$ cat config.mk
export PLATFORM = sky130hd
export DESIGN_NAME = arm_reg_file
export DESIGN_NICKNAME = d
export VERILOG_FILES = /design/src/rtl/arm_reg_file.sv
export SDC_FILE = /design/constraint.sdc
export NUM_CORES = 2
export LEC_CHECK = 0
export CORE_MARGIN = 5
export CORE_UTILIZATION = 30
export CTS_CLUSTER_DIAMETER = 30
export DETAILED_ROUTE_END_ITERATION = 8
export GPL_ROUTABILITY_DRIVEN = 0
export GPL_TIMING_DRIVEN = 0
export PLACE_DENSITY_LB_ADDON = 0.2
export SKIP_CTS_REPAIR_TIMING = 1
export SLEW_MARGIN = 10
export SYNTH_ARGS = -nofsm -noshare
export SYNTH_HDL_FRONTEND = slang
export SYNTH_SLANG_ARGS = --single-unit
export TNS_END_PERCENT = 100
$ cat constraint.sdc
create_clock -name clk -period 3.2 [get_ports clk]
set_input_delay 0.64 -clock clk [delete_from_list [all_inputs] [get_ports clk]]
set_output_delay 0.64 -clock clk [all_outputs]
set_load 0.05 [all_outputs]
$ cat src/rtl/arm_reg_file.sv
// 32 x 64-bit register file with two combinational read ports, one write port,
// hardwired-zero XZR and write-through bypass so ID sees same-cycle WB data.
module arm_reg_file #(
  parameter int DATA_W   = 64,
  parameter int NUM_REGS = 32,
  parameter int ZERO_REG = 31
) (
  input  logic              clk,
  input  logic              reset,
  input  logic [4:0]        ReadRegister1,
  input  logic [4:0]        ReadRegister2,
  input  logic [4:0]        WriteRegister,
  input  logic [DATA_W-1:0] WriteData,
  input  logic              RegWrite,
  output logic [DATA_W-1:0] ReadData1,
  output logic [DATA_W-1:0] ReadData2
);

  localparam logic [4:0] ZERO_ADDR = 5'(ZERO_REG);

  logic [DATA_W-1:0]   mem [NUM_REGS];
  logic [NUM_REGS-1:0] wr_en;
  logic                bypass_ok;

  always_comb begin
    wr_en = '0;
    if (RegWrite && (WriteRegister != ZERO_ADDR))
      wr_en[WriteRegister] = 1'b1;
  end

  // Reset gating keeps bypass quiet while storage is being cleared.
  assign bypass_ok = RegWrite && reset && (WriteRegister != ZERO_ADDR);

  for (genvar g = 0; g < NUM_REGS; g++) begin : g_reg
    always_ff @(posedge clk or negedge reset) begin
      if (!reset)
        mem[g] <= '0;
      else if (wr_en[g])
        mem[g] <= WriteData;
    end
  end

  always_comb begin
    ReadData1 = mem[ReadRegister1];
    if (ReadRegister1 == ZERO_ADDR)
      ReadData1 = '0;
    else if (bypass_ok && (WriteRegister == ReadRegister1))
      ReadData1 = WriteData;
  end

  always_comb begin
    ReadData2 = mem[ReadRegister2];
    if (ReadRegister2 == ZERO_ADDR)
      ReadData2 = '0;
    else if (bypass_ok && (WriteRegister == ReadRegister2))
      ReadData2 = WriteData;
  end

endmodule
==> summary by stage <==
Final layout
The largest registers in the layout are mem (2048). The area growth from synthesis to layout is 35.8%. The register bank with the most flops is mem.

The final instance count without filler cells is 13,400. The register with the most flip-flops in the layout has 2,048 of them. The final-layout fill cell count is 32,700.

In the layout the commonest cells are sky130_fd_sc_hd__dfrtp_1 (2,048), sky130_fd_sc_hd__mux2_2 (1,989), sky130_fd_sc_hd__mux4_2 (992). The net count of the finished layout is 8,243. Leaving out fill and tap cells, the most frequent cell in the layout is sky130_fd_sc_hd__dfrtp_1. In the final layout, the share of cells above drive strength 1 is 61.4%.

Clock network
The insertion delay of the later-clocked pin in the worst-skew pair is 1000 ps. After clock tree synthesis, the clock-pin slew on the worst setup and hold paths is 50 ps. Counting every sink on the clock net gives 2,048.

TritonCTS built the clock tree. The number of clock buffers added by TritonCTS is 554. No sink is reached through more buffers than the 4 on the longest clock path. The master cell of the clock root buffer is sky130_fd_sc_hd__clkbuf_16. The H-tree generated during clock tree synthesis spans 6 levels.

Timing
The maximum operating frequency is 253 MHz. Across all hold checks on the routed design, the worst slack comes to 189 ps. The number of pins exceeding their max-slew limit in the final report came to 0. The worst clock skew is 0 ps. The hold violation total from the final report is 0.

Setup repair after global routing could not meet its margin everywhere. The worst path in the final design needs a cycle of 3960 ps, including I/O delays and setup. Once routing completed, OpenROAD measured the worst setup slack at -755 ps.

In this run the tightest slew margin relative to its limit is 1.57%. At the pin with the least slew margin, the transition time is 1480 ps. The part of the cycle the worst path needs is 124%. Setup violations remaining at the end of the flow were counted as 128.

Floorplan
For this configuration, the core starts out at a cell density of 30.1%. The total area inside the core boundary comes to 362,000 µm². The floorplan has 221 rows. The y dimension of the die is 612 µm.

210 I/O pins were placed. The die covers 375,000 µm². The die span in x is 612 µm.

Worst setup path
The critical path endpoint category is an output pin. Counting cells, the worst reg-to-reg path comes to 2. The required time at the worst-slack endpoint is 2560 ps. The maximum fanout along the worst path is 3. The signal on the critical path passes through mux4_2 -> mux4_2 -> o211ai_1 -> a21oi_4 -> buf_6. Setup slack on the worst reg-to-reg path comes out at 2300 ps. STA classifies the critical path startpoint as a register.

The cell repeated most along the worst path is sky130_fd_sc_hd__mux4_2. Data arrives at the worst endpoint at 3320 ps. The most critical setup path has its startpoint at mem[6]. For this run, the slowest stage of the critical path takes 620 ps. For this design, the slowest cell found on the critical path is sky130_fd_sc_hd__o211ai_1. The startpoint identified for the worst register-to-register timing path is mem[608]. The start-to-end type of the worst setup path is reg2out. The terminus of the critical flop-to-flop path is mem[608].

Power and ir drop
Registers are responsible for 30.5% of the overall power. The worst voltage drop across the vdd grid is 0.539 mV. The static leakage is 63.4 nW.

The clock network fraction of design power is 50.7%. Internal power comes to 0.0824 W. Dividing total power by cell area gives a power density of 771 nW/µm². Of the total power, the share spent switching nets is 27.6%. The analysis attributes to net switching a power of 0.0315 W.

Of the total power, combinational logic draws 18.8%.

Synthesis
The part of the Yosys area used for sequential elements is 47.1%. The most used flip-flop cell after synthesis is sky130_fd_sc_hd__dfrtp_1. After synthesis, the netlist uses 45 different library cells.

Summing every instance area after synthesis gives 109,000 µm². Synthesis produced 7,046 cells. The async set or reset register ratio after synthesis is 100%. The number of warnings reported in the yosys synthesis log is 0. Counting flops and latches in the post-synthesis netlist gives 2,048.

Dividing the synthesized area by the synthesized cell count gives 15.4 µm². Counting every net in the synthesized netlist gives 7,128. The count of flip-flops with a built-in enable after synthesis is 0.

Drt
Dividing the detail-routed via count by the number of cells gives 5.94. In this run the remaining antenna-violating nets after routing total 0. The detailed-route via count is 79,800.

After detailed routing, the number of remaining DRC violations is 0. The detailed router's first-iteration violation count is 8,492. The detail-routed net length per standard cell is 39.1 µm.

The iteration count of the initial detailed-routing pass is 5. The final wirelength is 525 mm.

Hold path
The worst hold path belongs to the class in2async.

Placement
Before CTS, the worst setup slack after placement is -3960 ps. Buffers placed on the I/O ports in this run total 197. After detailed placement, the design holds a cell count of 12,100. The post-DP HPWL is 339 mm.

Global routing
Entering global routing, the biggest net connects 163 pins. The residual overflow from global routing is 0. The via count of the first global-routing pass was 81,700.

The total global routing track utilization is 26.6%. The initial antenna violation count is 36. The first global-routing pass estimated 689 mm of wire.

Job
The tool flagged a number of max-cap violations equal to 0.

Run status
The run finished, with violations left. The checks that failed: negative setup slack.
-- final cells by class --
class                   instances  area [µm²]  share of cell area (%)
diodes                         35        87.6                  0.0593
plain buffers                 827        7060                    4.77
clock buffers                 777       16000                    10.8
clock inverters               219        3480                    2.35
inverters                       2        11.3                 0.00762
multi-input cells            4166       56600                    38.3
flip-flops and latches       2048       51200                    34.7
well taps                    4794        6000                    4.06
repair buffers                562        7360                    4.98
-- cell families after synthesis --
kind of cell / synth area share [%]
compound gates: 3.82
buf+inv: 3.20
simple gates: 0.896
xor+xnor: 0.0805
mux: 44.9
flops: 47.1
-- cell usage after synthesis, types with 17 or more instances --
library cell | instances | area share, %
sky130_fd_sc_hd__mux2i_1 | 411 | 3.8
sky130_fd_sc_hd__o221ai_1 | 65 | 0.52
sky130_fd_sc_hd__o21ai_0 | 71 | 0.33
sky130_fd_sc_hd__buf_4 | 20 | 0.14
sky130_fd_sc_hd__mux4_2 | 992 | 21
sky130_fd_sc_hd__a211oi_1 | 64 | 0.44
sky130_fd_sc_hd__buf_2 | 212 | 0.97
sky130_fd_sc_hd__a22oi_1 | 68 | 0.47
sky130_fd_sc_hd__dfrtp_1 | 2048 | 47
sky130_fd_sc_hd__o22ai_1 | 67 | 0.39
sky130_fd_sc_hd__nor2b_1 | 48 | 0.28
sky130_fd_sc_hd__buf_1 | 37 | 0.13
sky130_fd_sc_hd__clkbuf_1 | 558 | 1.9
sky130_fd_sc_hd__a221o_1 | 43 | 0.40
sky130_fd_sc_hd__a32o_1 | 64 | 0.59
sky130_fd_sc_hd__mux2_2 | 1991 | 21
sky130_fd_sc_hd__nand2_1 | 77 | 0.27
sky130_fd_sc_hd__nor2_1 | 25 | 0.086
sky130_fd_sc_hd__a21oi_1 | 84 | 0.39
sky130_fd_sc_hd__a32oi_1 | 17 | 0.14
-- routing by layer --
layer	track usage, %	vias to the layer above	wire (µm)
met1	33.7	43600	204000
met4	15.3	4	35400
met2	40.2	4616	236000
met3	8.07	1484	49500
li1	-	30100	-
met5	0	-	26
-- worst max-delay path by stage --
stage                          to  depth (start not counted)
floorplan           ReadData2[62]                          7
global placement         mem[303]                          1
detailed placement  ReadData2[53]                         10
CTS                 ReadData2[53]                         10
global route        ReadData2[53]                          5
finish               ReadData2[6]                          5
-- power by group through the flow --
stage	registers, W	logic, W	clock network [W]
final	0.0347	0.0214	0.0578
after global routing	0.0352	0.0223	0.0596
after CTS	0.0345	0.0190	0.0581
after detailed placement	0.0348	0.0190	0
after global placement	0.0347	0.0182	0
after floorplan	0.0335	0.0133	0
-- worst max-delay path, delay by kind of cell (launching register included) --
kind / cells / cell delay (ps)
AOI/OAI and AO/OA: 2 / 730
muxes: 2 / 1000
buffers and inverters: 1 / 190
DFF: 1 / 390
-- through the flow --
step                      setup TNS [ps]  power (W)  area [µm²]  util, %
after CTS                        -417700      0.112      138000     38.2
after global routing             -104870      0.117      148000     40.8
after floorplan                     -774     0.0468      110000        -
final                             -62910      0.114      148000     40.8
after global placement                 -     0.0529      118000     32.5
after detailed placement        -1432990     0.0538      119000     32.8
(Power assumes the default switching activity.)
